## src/rtl/mem_arb_pkg.sv

```systemverilog
// Shared types and helpers for the memory port arbiter: FSM states, owner
// identity, dual-rail phase codes and the null-word test.
package mem_arb_pkg;

    typedef enum logic [1:0] {
        ST_IDLE,
        ST_ISSUE,
        ST_WAIT_ACK,
        ST_RELEASE
    } state_t;

    typedef enum logic {
        OWN_INSTR = 1'b0,
        OWN_CACHE = 1'b1
    } owner_t;

    localparam logic [1:0] PH_ON  = 2'b10;
    localparam logic [1:0] PH_OFF = 2'b01;

    // A dual-rail word is null (spacer) when neither rail of the top pair is set.
    function automatic logic is_null(input logic [15:0] word);
        return word[15:14] == 2'b00;
    endfunction

endpackage

```

## src/rtl/rr_picker2.sv

```systemverilog
// Two-way round-robin pick: a lone request wins outright, a tie goes to the
// requester that was not served last. Index 0 = instruction, 1 = cache.
module rr_picker2 (
    input  logic req0_i,
    input  logic req1_i,
    input  logic last_owner_i,
    output logic valid_o,
    output logic winner_o
);

    assign valid_o  = req0_i | req1_i;
    assign winner_o = (req0_i & req1_i) ? ~last_owner_i : req1_i;

endmodule

```

## src/rtl/memory_port_arbiter.sv

```systemverilog
// Shares the single memory port between instruction fetch and the data cache,
// steers the output demux with dual-rail phase codes and runs return-to-null.
module memory_port_arbiter
    import mem_arb_pkg::*;
#(
    parameter int ADDR_W  = 8,
    parameter int TIMEOUT = 15
) (
    input  logic              clk,
    input  logic              rst,
    input  logic              instr_req,
    input  logic [ADDR_W-1:0] instr_addr,
    output logic              instr_gnt,
    output logic              instr_done,
    input  logic              cache_req,
    input  logic              cache_we,
    input  logic [ADDR_W-1:0] cache_addr,
    input  logic [15:0]       cache_wdata,
    output logic              cache_gnt,
    output logic              cache_done,
    output logic              mem_req,
    output logic              mem_we,
    output logic [ADDR_W-1:0] mem_addr,
    output logic [15:0]       mem_wdata,
    input  logic              mem_ack,
    input  logic [15:0]       mem_rdata,
    input  logic              ack_to_mem,
    output logic [1:0]        ph0,
    output logic [1:0]        ph1,
    output logic              timeout_err
);

    localparam int CW = $clog2(TIMEOUT);
    localparam logic [CW-1:0] CNT_LAST = CW'(TIMEOUT - 1);

    state_t            state_q, state_d;
    owner_t            owner_q, owner_d;
    owner_t            last_q, last_d;
    logic [CW-1:0]     cnt_q, cnt_d;
    logic              we_q, we_d;
    logic [ADDR_W-1:0] addr_q, addr_d;
    logic [15:0]       wdata_q, wdata_d;
    logic              igrant_q, igrant_d, cgrant_q, cgrant_d;
    logic              idone_q, idone_d, cdone_q, cdone_d;
    logic              err_q, err_d;
    logic              mreq_q, mreq_d, mwe_q, mwe_d;
    logic [1:0]        ph0_q, ph0_d, ph1_q, ph1_d;

    logic pick_valid, pick_winner;
    logic end_txn, end_err, timed_out;

    rr_picker2 u_pick (
        .req0_i       (instr_req),
        .req1_i       (cache_req),
        .last_owner_i (last_q),
        .valid_o      (pick_valid),
        .winner_o     (pick_winner)
    );

    assign timed_out = (cnt_q == CNT_LAST);

    always_comb begin
        state_d  = state_q;
        owner_d  = owner_q;
        last_d   = last_q;
        cnt_d    = cnt_q + 1'b1;
        we_d     = we_q;
        addr_d   = addr_q;
        wdata_d  = wdata_q;
        igrant_d = 1'b0;
        cgrant_d = 1'b0;
        end_txn  = 1'b0;
        end_err  = 1'b0;

        case (state_q)
            ST_IDLE: begin
                cnt_d = '0;
                // The done cycle is a dead cycle so the finished requester can drop req.
                if (!(idone_q | cdone_q) && pick_valid) begin
                    owner_d  = owner_t'(pick_winner);
                    addr_d   = pick_winner ? cache_addr : instr_addr;
                    we_d     = pick_winner & cache_we;
                    wdata_d  = pick_winner ? cache_wdata : 16'h0000;
                    igrant_d = ~pick_winner;
                    cgrant_d = pick_winner;
                    state_d  = ST_ISSUE;
                end
            end
            ST_ISSUE: begin
                if (mem_ack) begin
                    cnt_d   = '0;
                    state_d = we_q ? ST_RELEASE : ST_WAIT_ACK;
                end else if (timed_out) begin
                    end_txn = 1'b1;
                    end_err = 1'b1;
                end
            end
            ST_WAIT_ACK: begin
                if (ack_to_mem) begin
                    cnt_d   = '0;
                    state_d = ST_RELEASE;
                end else if (timed_out) begin
                    end_txn = 1'b1;
                    end_err = 1'b1;
                end
            end
            default: begin
                cnt_d = '0;
                if (!ack_to_mem && is_null(mem_rdata)) end_txn = 1'b1;
            end
        endcase

        if (end_txn) begin
            state_d = ST_IDLE;
            cnt_d   = '0;
            last_d  = owner_q;
        end

        idone_d = end_txn & (owner_q == OWN_INSTR);
        cdone_d = end_txn & (owner_q == OWN_CACHE);
        err_d   = end_err;
        mreq_d  = (state_d == ST_ISSUE);
        mwe_d   = (state_d == ST_ISSUE) & we_d;
        ph0_d   = (state_d == ST_WAIT_ACK && owner_d == OWN_INSTR) ? PH_ON : PH_OFF;
        ph1_d   = (state_d == ST_WAIT_ACK && owner_d == OWN_CACHE) ? PH_ON : PH_OFF;
    end

    always_ff @(posedge clk) begin
        if (rst) begin
            state_q  <= ST_IDLE;
            owner_q  <= OWN_INSTR;
            last_q   <= OWN_CACHE;
            cnt_q    <= '0;
            we_q     <= 1'b0;
            addr_q   <= '0;
            wdata_q  <= '0;
            igrant_q <= 1'b0;
            cgrant_q <= 1'b0;
            idone_q  <= 1'b0;
            cdone_q  <= 1'b0;
            err_q    <= 1'b0;
            mreq_q   <= 1'b0;
            mwe_q    <= 1'b0;
            ph0_q    <= PH_OFF;
            ph1_q    <= PH_OFF;
        end else begin
            state_q  <= state_d;
            owner_q  <= owner_d;
            last_q   <= last_d;
            cnt_q    <= cnt_d;
            we_q     <= we_d;
            addr_q   <= addr_d;
            wdata_q  <= wdata_d;
            igrant_q <= igrant_d;
            cgrant_q <= cgrant_d;
            idone_q  <= idone_d;
            cdone_q  <= cdone_d;
            err_q    <= err_d;
            mreq_q   <= mreq_d;
            mwe_q    <= mwe_d;
            ph0_q    <= ph0_d;
            ph1_q    <= ph1_d;
        end
    end

    assign instr_gnt   = igrant_q;
    assign cache_gnt   = cgrant_q;
    assign instr_done  = idone_q;
    assign cache_done  = cdone_q;
    assign timeout_err = err_q;
    assign mem_req     = mreq_q;
    assign mem_we      = mwe_q;
    assign mem_addr    = addr_q;
    assign mem_wdata   = wdata_q;
    assign ph0         = ph0_q;
    assign ph1         = ph1_q;

endmodule

```

## config.mk

```make
export PLATFORM = sky130hd
export DESIGN_NAME = memory_port_arbiter
export DESIGN_NICKNAME = d
export VERILOG_FILES = /design/src/rtl/mem_arb_pkg.sv /design/src/rtl/rr_picker2.sv /design/src/rtl/memory_port_arbiter.sv
export SDC_FILE = /design/constraint.sdc
export NUM_CORES = 1
export LEC_CHECK = 0
export BUFFER_PORTS_ARGS = -buffer_cell sky130_fd_sc_hd__buf_2
export CORE_ASPECT_RATIO = 0.6
export CORE_MARGIN = 4
export CORE_UTILIZATION = 41
export CTS_CLUSTER_SIZE = 25
export DETAILED_ROUTE_END_ITERATION = 16
export PLACE_DENSITY = 0.73
export SLEW_MARGIN = 40
export SYNTH_ARGS = -nofsm -noshare
export SYNTH_HDL_FRONTEND = slang
export SYNTH_SLANG_ARGS = --single-unit
```

## constraint.sdc

```tcl
create_clock -name clk -period 5.5 [get_ports clk]
set_input_delay 0.275 -clock clk [delete_from_list [all_inputs] [get_ports clk]]
set_output_delay 0.275 -clock clk [all_outputs]
set_load 0.03 [all_outputs]
```

# Word-level counts from Yosys, hierarchy flattened
# Index checks and enable logic that the tools add are counted.
# W data, S select, Z words.
totals:
  output_inout_bits: 35
  regBits: 44
classes:
  addsub: 1
  eq_ne: 5
  bitwise_logic: 13
  n_reduce_logical: 11
  muxes: 24
ops:
  columns: ["cell", "n"]
  rows:
  - ["$mux W16", 1]
  - ["$mux W2", 6]
  - ["$mux W1", 10]
  - ["$mux W4", 2]
  - ["$mux W8", 1]
  - ["$pmux W4 S2", 1]
  - ["$not A1 Y1", 6]
  - ["$pmux W2 S3", 1]
  - ["$and A1 B1 Y1", 5]
  - ["$add A4 B1 Y4 const B", 1]
  - ["$eq A2 B1 Y1 const B", 2]
  - ["$eq A2 B2 Y1 const B", 2]
  - ["$eq A4 B4 Y1 const B", 1]
  - ["$logic_and A1 B1 Y1", 4]
  - ["$logic_not A2 Y1", 2]
  - ["$pmux W1 S3", 1]
  - ["$reduce_or A3 Y1", 1]
  - ["$logic_not A1 Y1", 2]
  - ["$or A1 B1 Y1", 2]
  - ["$pmux W1 S2", 1]
  - ["$reduce_and A2 Y1", 1]
  - ["$reduce_or A2 Y1", 1]

# Longest topological paths before layout
# Gate-level depths: netlist (run 1).
depth:
  ltp_word: 9
  ltp_mapped: 7
  depth_no_buf: 6

# Hierarchy
# A second synthesis (run 1) with hierarchy kept.
unflattened:
  hier_cells: 160
  area_unflattened_um2: 1705.4
modules_own_cells:
  columns: ["module", "instances", "seq_area_each_um2", "cells_each", "area_per_inst_um2"]
  rows:
  - ["memory_port_arbiter", 1, 880.8, 158, 1691.6]
  - ["rr_picker2", 1, 0.0, 2, 13.8]

# Worst setup path before layout (run 1)
# No wires, ideal clock.
synth_timing:
  path_type: "reg2reg"
  start: "register state_q[0]"
  end: "register ph1_q[1], in the netlist ph1[1]"
  path_buffers: 1
  setup_time_ns: 0.117
  slack_ns: 3.774
  t_arrival_ns: 1.609
  path_stages_with_launch: 7
  synth_period_minus_slack_ns: 1.726
  path_cell_list: "dfxtp_1 -> inv_1 -> ha_1 -> nor4b_4 -> buf_6 -> mux2i_1 -> and4b_1"
synth_via:
  elab_chain_cells: 6
synth_lines:
  columns: ["item", "line", "source"]
  rows:
  - ["start, declared", "memory_port_arbiter.sv:36", "state_t state_q, state_d;"]
  - ["start signal, assigned", "memory_port_arbiter.sv:147", "state_q <= state_d;"]
  - ["$eq A2 B2 Y1 (tied with other cells)", "memory_port_arbiter.sv:75", "case (state_q)"]
  - ["$pmux W2 S3 / $pmux W1 S3 (equally long branches)", "memory_port_arbiter.sv:75", null]
  - ["$mux W2", "memory_port_arbiter.sv:113", "if (end_txn) begin"]
  - ["$eq A2 B2 Y1", "memory_port_arbiter.sv:125", "ph1_d = (state_d == ST_WAIT_ACK && owner_d == OWN_CACHE) ? PH_ON : PH_OFF;"]
  - ["$logic_and A1 B1 Y1 (*)", "memory_port_arbiter.sv:125", null]
  - ["$mux W2 (*)", "memory_port_arbiter.sv:125", null]
  - ["end signal, assigned", "memory_port_arbiter.sv:162", "ph1_q <= ph1_d;"]
  - ["end, declared", "memory_port_arbiter.sv:47", "logic [1:0] ph0_q, ph0_d, ph1_q, ph1_d;"]
# Every way passes the cells marked *; elsewhere a longest branch is shown, timed or not.
# A chain may end at the register's enable or synchronous reset.

# Worst setup path after layout (run 1)
layout_timing:
  start: "register state_q[0]"
  end: "register wdata_q[5], in the netlist mem_wdata[5]"
layout_via:
  elab_chain_cells: 2
layout_lines:
  columns: ["item", "line", "source"]
  rows:
  - ["$logic_not A2 Y1", "memory_port_arbiter.sv:75", null]
  - ["$reduce_and A2 Y1 (no line)", null, null]
  - ["end signal, assigned", "memory_port_arbiter.sv:153", "wdata_q <= wdata_d;"]
  - ["end, declared", "memory_port_arbiter.sv:42", "logic [15:0] wdata_q, wdata_d;"]
# Every way passes these cells.

==> results of run 1 <==
## registers in the layout, indices dropped and copies added (netlist names)
name,cells
we_q,1
mem_we,1
instr_gnt,1
mem_req,1
mem_wdata,16
last_q,1
ph1,2
mem_addr,8
ph0,2
state_q,2
owner_q,1
cache_done,1
instr_done,1
timeout_err,1
cnt_q,4
cache_gnt,1
## routing by layer
layer	global-route usage (%)	vias to the layer above	routed length (um)
met1	19.7	644	1930
li1	-	742	-
met5	0	-	0
met3	3.70	5	198
met4	4.38	0	48
met2	21.6	39	1700
## area by class of cell
type / instances / area, um^2
fillers: 359 / 1820
flip-flops and latches: 44 / 881
multi-input cells: 106 / 812
repair buffers: 77 / 390
clock buffers: 7 / 96.3
well taps: 60 / 75.1
clock inverters: 1 / 30.0
inverters: 5 / 18.8
## how the worst max path moves through the flow
| stage | cells past startpoint | startpoint | slack (ps) | end |
|---|---|---|---|---|
| 3_5_place_dp | 6 | state_q[0]$_SDFF_PP0_ | 3440 | mem_wdata[6]$_SDFFE_PP0P_ |
| 2_1_floorplan | 6 | state_q[0]$_SDFF_PP0_ | 3770 | ph1[1]$_SDFF_PP0_ |
| 4_1_cts | 6 | state_q[0]$_SDFF_PP0_ | 3430 | mem_wdata[6]$_SDFFE_PP0P_ |
| 5_1_grt | 6 | state_q[0]$_SDFF_PP0_ | 3160 | mem_wdata[2]$_SDFFE_PP0P_ |
| 3_3_place_gp | 6 | state_q[0]$_SDFF_PP0_ | 3280 | mem_wdata[15]$_SDFFE_PP0P_ |
| 6_report | 6 | state_q[0]$_SDFF_PP0_ | 3430 | mem_wdata[5]$_SDFFE_PP0P_ |
## Yosys cell counts (all sizes together)
library cell,count,share of area [%]
nand4,2,0.71
and3,4,1.7
o221ai,1,0.50
a211o,1,0.50
ha,7,5.0
o31ai,1,0.43
clkbuf,2,0.43
mux2i,10,5.7
dfxtp,44,50
nand2,2,0.43
a22o,16,7.9
nor4,2,1.1
nor2b,2,0.71
nor3b,2,0.85
nor3,5,1.4
o21ai,2,0.57
nand3,4,1.1
inv,5,1.1
nand3b,1,0.43
or4,1,0.43
a21o,1,0.43
nand2b,2,0.71
a21oi,2,0.57
and2,2,0.71
a21boi,1,0.43
nor2,18,3.8
buf,6,2.8
and4b,1,0.57
nor4b,1,1.3
nand4b,2,0.99
mux2,1,0.85
xor2,1,0.50
and4,1,0.50
a211oi,9,4.5
xnor2,1,0.50
## per-stage QoR
stage / setup WS (ps) / area (um^2) / utilization [%]
floorplan: 3770 / 1770 / -
global placement: 3280 / 2170 / 52.8
detailed placement: 3440 / 2180 / 52.8
CTS: 3430 / 2300 / 55.9
global route: 3160 / 2300 / 55.9
finish: 3430 / 2300 / 55.9
## logic make-up after synthesis
group,after synthesis,synth area share [%]
DFF,44,49.9
AOI/OAI and AO/OA,34,15.9
xor gates and xnor gates,2,0.992
buffers and inverters,13,4.32
muxes,11,6.52
and+or+nand+nor,52,17.5
adders and majority gates,7,4.96
## where the power goes
| group | internal, mW | switching [mW] |
|---|---|---|
| Combinational | 0.0685 | 0.114 |
| Sequential | 0.342 | 0.0138 |
| Clock | 0.160 | 0.102 |
| Total | 0.571 | 0.229 |
==> results.cfg, run 1 <==
[outcome]
outcome = complete, no violations

[placed_design]
place_hpwl_um = 3010
port_buffers = 75
gp_congestion = 0.859
placed_cells = 292

[final_layout]
drive_gt1_share_pct = 37.9
fin_nets = 301
layout_common_cells = buf_2 (75), dfxtp_1 (44), nor2_1 (17)
area_growth_pct = 30.4
stdcell_count = 300
n_antenna_cell = 0
layout.cells.most_common = buf_2

[synthesis]
syn_area_um2 = 1770
synth_cell_types = 40
yosys_warnings = 0
synth_seq_cells = 44
synth.net_count = 225
yosysSeqAreaShare_pct = 49.9
synthCells = 163
syn_area_per_cell_um2 = 10.8

[detailed_routing]
wire_per_inst_um = 12.9
drc = 0
final_antenna_net_count = 0
dr.pass1.iters = 4
drt_iter0_drc = 68
dr_total_vias = 1430
vias_per_cell = 4.77
wl_um = 3880

[setup_path]
cp-start-kind = flop
critical_path.endpoint_type = flop
critPathRequiredTime_ps = 5730
r2r-end = mem_wdata[5]$_SDFFE_PP0P_
critPathArrivalTime_ps = 2300
slowest_delay_ps = 570
cp_cell_sequence = inv_1, ha_1, nor4b_4, buf_4, and3_1, a22o_1
critPathBufInv = 2
crit_path_max_fanout = 22
ff2ff_setup_slack_ps = 3430
rr_worst_depth = 6
crit_type = reg -> reg
cp_slowest_cell = and3_1
cp_top_family = simple AND/OR/NAND/NOR gates
r2r_start = state_q[0]$_SDFF_PP0_

[timing]
setup_tns_ps = 0
holdWs_ps = 197
min_period_ps = 2070
rsz0062_at_grt = no
drv_slew = 0
min_period_over_period_pct = 37.6
skew_ps = 9.45
setup_viol = 0
hold_viol = 0
relSlewSlack_pct = 58.8
worstMarginPinSlew_ps = 617
fmaxAchievable_mhz = 483

[grt]
grt_pass1_wl_um = 6070
overflow = 0
grt_antenna_before_repair = 0
grt.total_usage_pct = 14.1
first_global_vias = 1301
grt_max_degree = 23

[floorplan]
ioPinCount = 90
initial_core_util_pct = 42.9
core_area_um2 = 4120
die_x_um = 92.7
die_h_um = 58.8
num_rows = 18
dieArea_um2 = 5460

[clock_network]
clock-root-buffer = clkbuf_8
clockBufferDepth = 2
post-cts-setup-buffer-count = 0
holdBufCountCts = 0
cts_repair_resize_count = 0
cts_tree = yes
cts_buffers = 5
clk_pin_slew_worst_paths_ps = 80
clock_latency_ps = 290
cts.sinks = 44
htreeDepth = 2

[worst_hold_path]
min_to = mem_wdata[7]$_SDFFE_PP0P_
hold_depth = 2
worstHoldPathType = in -> reg
min_from = cache_wdata[7]

[flow_run]
maxCapViolations = 0

[power]
p_leak_nw = 1.10
total_power_mw = 0.800
powerDensity_nw_per_um2 = 348
ir_drop_mv = 0.149
(Power assumes the default switching activity.)
==> inputs of run 2 (changes only) <==
==> constraint.sdc (replaced) <==
create_clock -name clk -period 2.2 [get_ports clk]
set_input_delay 0.11 -clock clk [delete_from_list [all_inputs] [get_ports clk]]
set_output_delay 0.11 -clock clk [all_outputs]
set_load 0.03 [all_outputs]
==> results.cfg, run 2 (synthesis gave the netlist of run 1 again) <==
[timing]
fmaxAchievable_mhz = 499
skew_ps = 8.14
min_period_ps = 2000
drv_slew = 0
worstMarginPinSlew_ps = 605
rsz0062_at_grt = no
holdWs_ps = 38.2
setup_tns_ps = 0
relSlewSlack_pct = 59.6
hold_viol = 0
min_period_over_period_pct = 91.1
setup_viol = 0

[detailed_routing]
drt_iter0_drc = 58
final_antenna_net_count = 0
vias_per_cell = 4.70
wl_um = 3870
dr.pass1.iters = 4
drc = 0
wire_per_inst_um = 12.8
dr_total_vias = 1416

[grt]
grt_pass1_wl_um = 6380
grt_max_degree = 18
grt.total_usage_pct = 14.5
grt_antenna_before_repair = 0
overflow = 0
first_global_vias = 1385

[final_layout]
largest_reg_flops = 16
n_antenna_cell = 0
fin_nets = 302
drive_gt1_share_pct = 38.2
multi_input_area_um2 = 812
regArea_um2 = 881
area_growth_pct = 30.8
layout_common_cells = buf_2 (75), dfxtp_1 (44), nor2_1 (17)
fill_cells = 373
stdcell_count = 301
layout.cells.most_common = buf_2

[setup_path]
rr_worst_depth = 5
critPathRequiredTime_ps = 2370
ff2ff_setup_slack_ps = 200
critical_path.endpoint_type = flop
crit_path_max_fanout = 6
cp-start-kind = flop
critPathArrivalTime_ps = 2180
crit_type = reg -> reg

[clock_network]
cts_buffers = 5
clock_latency_ps = 280
cts_repair_resize_count = 0
cts.sinks = 44
clk_pin_slew_worst_paths_ps = 80
post-cts-setup-buffer-count = 0
cts_tree = yes
clockBufferDepth = 2
clock-root-buffer = clkbuf_8
holdBufCountCts = 0
htreeDepth = 2

[floorplan]
ioPinCount = 90
initial_core_util_pct = 42.9
die_x_um = 92.7
core_area_um2 = 4120
die_h_um = 58.8
dieArea_um2 = 5460
num_rows = 18

[power]
total_power_mw = 2.00
powerDensity_nw_per_um2 = 863
p_leak_nw = 1.10
ir_drop_mv = 0.359

[placed_design]
place_hpwl_um = 3040
placed_cells = 293
gp_congestion = 0.835
port_buffers = 75

[flow_run]
maxCapViolations = 0

[worst_hold_path]
hold_depth = 2
worstHoldPathType = in -> reg

[outcome]
outcome = complete, no violations
==> run 2: changes by cell type in the layout (fill, tap and decap cells not counted) <==
cell,before,now
buf_4,2,3
==> run 2: worst max-delay path: stages, from the launching register on <==
cell     delay, ps
dfxtp_1        370
inv_1          120
ha_1           200
nor4b_4        480
mux2i_1        480
and4b_1        250
==> run 2: path summary, 6_finish.rpt <==
| kind | from | endpoint |
|---|---|---|
| hold / removal | cache_wdata[6] | mem_wdata[6]$_SDFFE_PP0P_ |
| hold reg to reg | cnt_q[0]$_SDFF_PP0_ | cnt_q[0]$_SDFF_PP0_ |
| setup / recovery | state_q[0]$_SDFF_PP0_ | ph1[1]$_SDFF_PP0_ |
| setup reg to reg | state_q[0]$_SDFF_PP0_ | ph1[1]$_SDFF_PP0_ |
==> run 2: through the flow <==
step	setup slack, ps	cell area [um^2]	utilization [%]
after global routing	38.3	2310	56.1
after CTS	197	2310	56.1
after global placement	195	2180	52.9
after detailed placement	210	2180	53.0
final	197	2310	56.1
after floorplan	474	1770	-
==> run 2: final cells by class <==
type,instances,share of cell area [%]
Tap cell,60,3.25
Sequential cell,44,38.1
Multi-Input combinational cell,106,35.1
Clock inverter,1,1.30
Inverter,5,0.812
Clock buffer,7,4.17
Timing Repair Buffer,78,17.2
==> run 2: power breakdown <==
group          switching (mW)  total (mW)  leakage (nW)  internal (mW)
logic                   0.282       0.455         0.678          0.173
clock network           0.249       0.649        0.0645          0.400
registers              0.0348       0.891         0.359          0.856
total                   0.566        2.00          1.10           1.43
==> run 2: per-layer routing <==
layer | vias up | routed length (um) | track usage (%)
met5 | - | 0 | 0
met4 | 0 | 25 | 5.22
met3 | 2 | 221 | 4.21
met2 | 42 | 1650 | 21.0
met1 | 626 | 1970 | 20.6
li1 | 746 | - | -
==> inputs of run 3 (changes only) <==
==> constraint.sdc (replaced) <==
create_clock -name clk -period 2.5 [get_ports clk]
set_input_delay 0.125 -clock clk [delete_from_list [all_inputs] [get_ports clk]]
set_output_delay 0.125 -clock clk [all_outputs]
set_load 0.03 [all_outputs]
==> results.cfg, run 3 (synthesis gave the netlist of run 1 again) <==
[clock_network]
clockBufferDepth = 2
post-cts-setup-buffer-count = 0
cts_tree = yes
holdBufCountCts = 0
clock_latency_ps = 290
clk_pin_slew_worst_paths_ps = 80
htreeDepth = 2
clock-root-buffer = clkbuf_8
cts.sinks = 44
cts_repair_resize_count = 0
cts_buffers = 5

[timing]
hold_viol = 0
min_period_over_period_pct = 82.8
fin_ws_ps = 429
min_period_ps = 2070
setup_viol = 0
fmaxAchievable_mhz = 483
setup_tns_ps = 0
skew_ps = 10.7
drv_slew = 0
relSlewSlack_pct = 59.7
worstMarginPinSlew_ps = 604
rsz0062_at_grt = no

[final_layout]
final_area_um2 = 2300
fin_nets = 301
n_antenna_cell = 0
layout_common_cells = buf_2 (75), dfxtp_1 (44), nor2_1 (17)
layout.cells.most_common = buf_2
area_growth_pct = 30.4
largest_reg_flops = 16
drive_gt1_share_pct = 37.9
final_util_pct = 55.9

[floorplan]
num_rows = 18
ioPinCount = 90
dieArea_um2 = 5460
die_x_um = 92.7
core_area_um2 = 4120
die_h_um = 58.8
initial_core_util_pct = 42.9

[setup_path]
critPathArrivalTime_ps = 2300
critical_path.endpoint_type = flop
cp-start-kind = flop
critPathRequiredTime_ps = 2730
crit_type = reg -> reg
crit_path_max_fanout = 17

[placed_design]
gp_congestion = 0.862
placed_area_um2 = 2180
port_buffers = 75
place_ws_ps = 426
place_hpwl_um = 2990

[detailed_routing]
wire_per_inst_um = 13.0
drc = 0
drt_iter0_drc = 33
dr_total_vias = 1438
vias_per_cell = 4.79
final_antenna_net_count = 0
dr.pass1.iters = 4
wl_um = 3890

[power]
p_leak_nw = 1.10
ir_drop_mv = 0.341
total_power_mw = 1.77
powerDensity_nw_per_um2 = 766

[flow_run]
maxCapViolations = 0

[outcome]
outcome = complete, no violations

[worst_hold_path]
worstHoldPathType = in -> reg

[grt]
first_global_vias = 1338
grt_antenna_before_repair = 0
overflow = 0
grt_pass1_wl_um = 6270
grt_max_degree = 18
grt.total_usage_pct = 14.4
[run 3: cell types whose count changed in the layout (fill, tap and decap cells not counted)]
cell / change
buf_4: -1
[run 3: critical path, cell delays in order (launching register included)]
cell	delay, ps
dfxtp_1	360
inv_1	130
ha_1	200
nor4b_4	470
and3_1	610
a22o_1	240
[run 3: final cells by class]
class | count | area, um^2
clock buffers | 7 | 96.3
fillers | 371 | 1820
well taps | 60 | 75.1
inverters | 5 | 18.8
repair buffers | 77 | 390
multi-input cells | 106 | 812
flip-flops and latches | 44 | 881
clock inverters | 1 | 30.0
[run 3: path summary, 6_finish.rpt]
kind | startpoint | end | slack, ps | cells past startpoint
max | state_q[1]$_SDFF_PP0_ | mem_wdata[11]$_SDFFE_PP0P_ | 430 | 5
min reg2reg | cnt_q[0]$_SDFF_PP0_ | cnt_q[0]$_SDFF_PP0_ | 470 | 1
min | cache_wdata[2] | mem_wdata[2]$_SDFFE_PP0P_ | 50 | 2
max reg2reg | state_q[1]$_SDFF_PP0_ | mem_wdata[11]$_SDFFE_PP0P_ | 430 | 5
[run 3: where the power goes]
part / internal [mW] / leakage, nW / switching [mW]
Combinational: 0.151 / 0.673 / 0.250
Sequential: 0.753 / 0.359 / 0.0295
Clock: 0.353 / 0.0645 / 0.228
Total: 1.26 / 1.10 / 0.508
[run 3: per-stage QoR]
stage	hold WS, ps	instances
global placement	341	292
floorplan	258	163
CTS	38.8	300
detailed placement	346	292
finish	46.2	300
global route	39.7	300
[run 3: layer usage]
| metal | vias to the layer above | global-route usage, % | share of wire (%) |
|---|---|---|---|
| met5 | - | 0 | 0 |
| met4 | 0 | 5.01 | 1.6 |
| met3 | 7 | 4.34 | 6.6 |
| met2 | 49 | 20.7 | 42 |
| met1 | 637 | 20.5 | 49 |
| li1 | 745 | - | - |
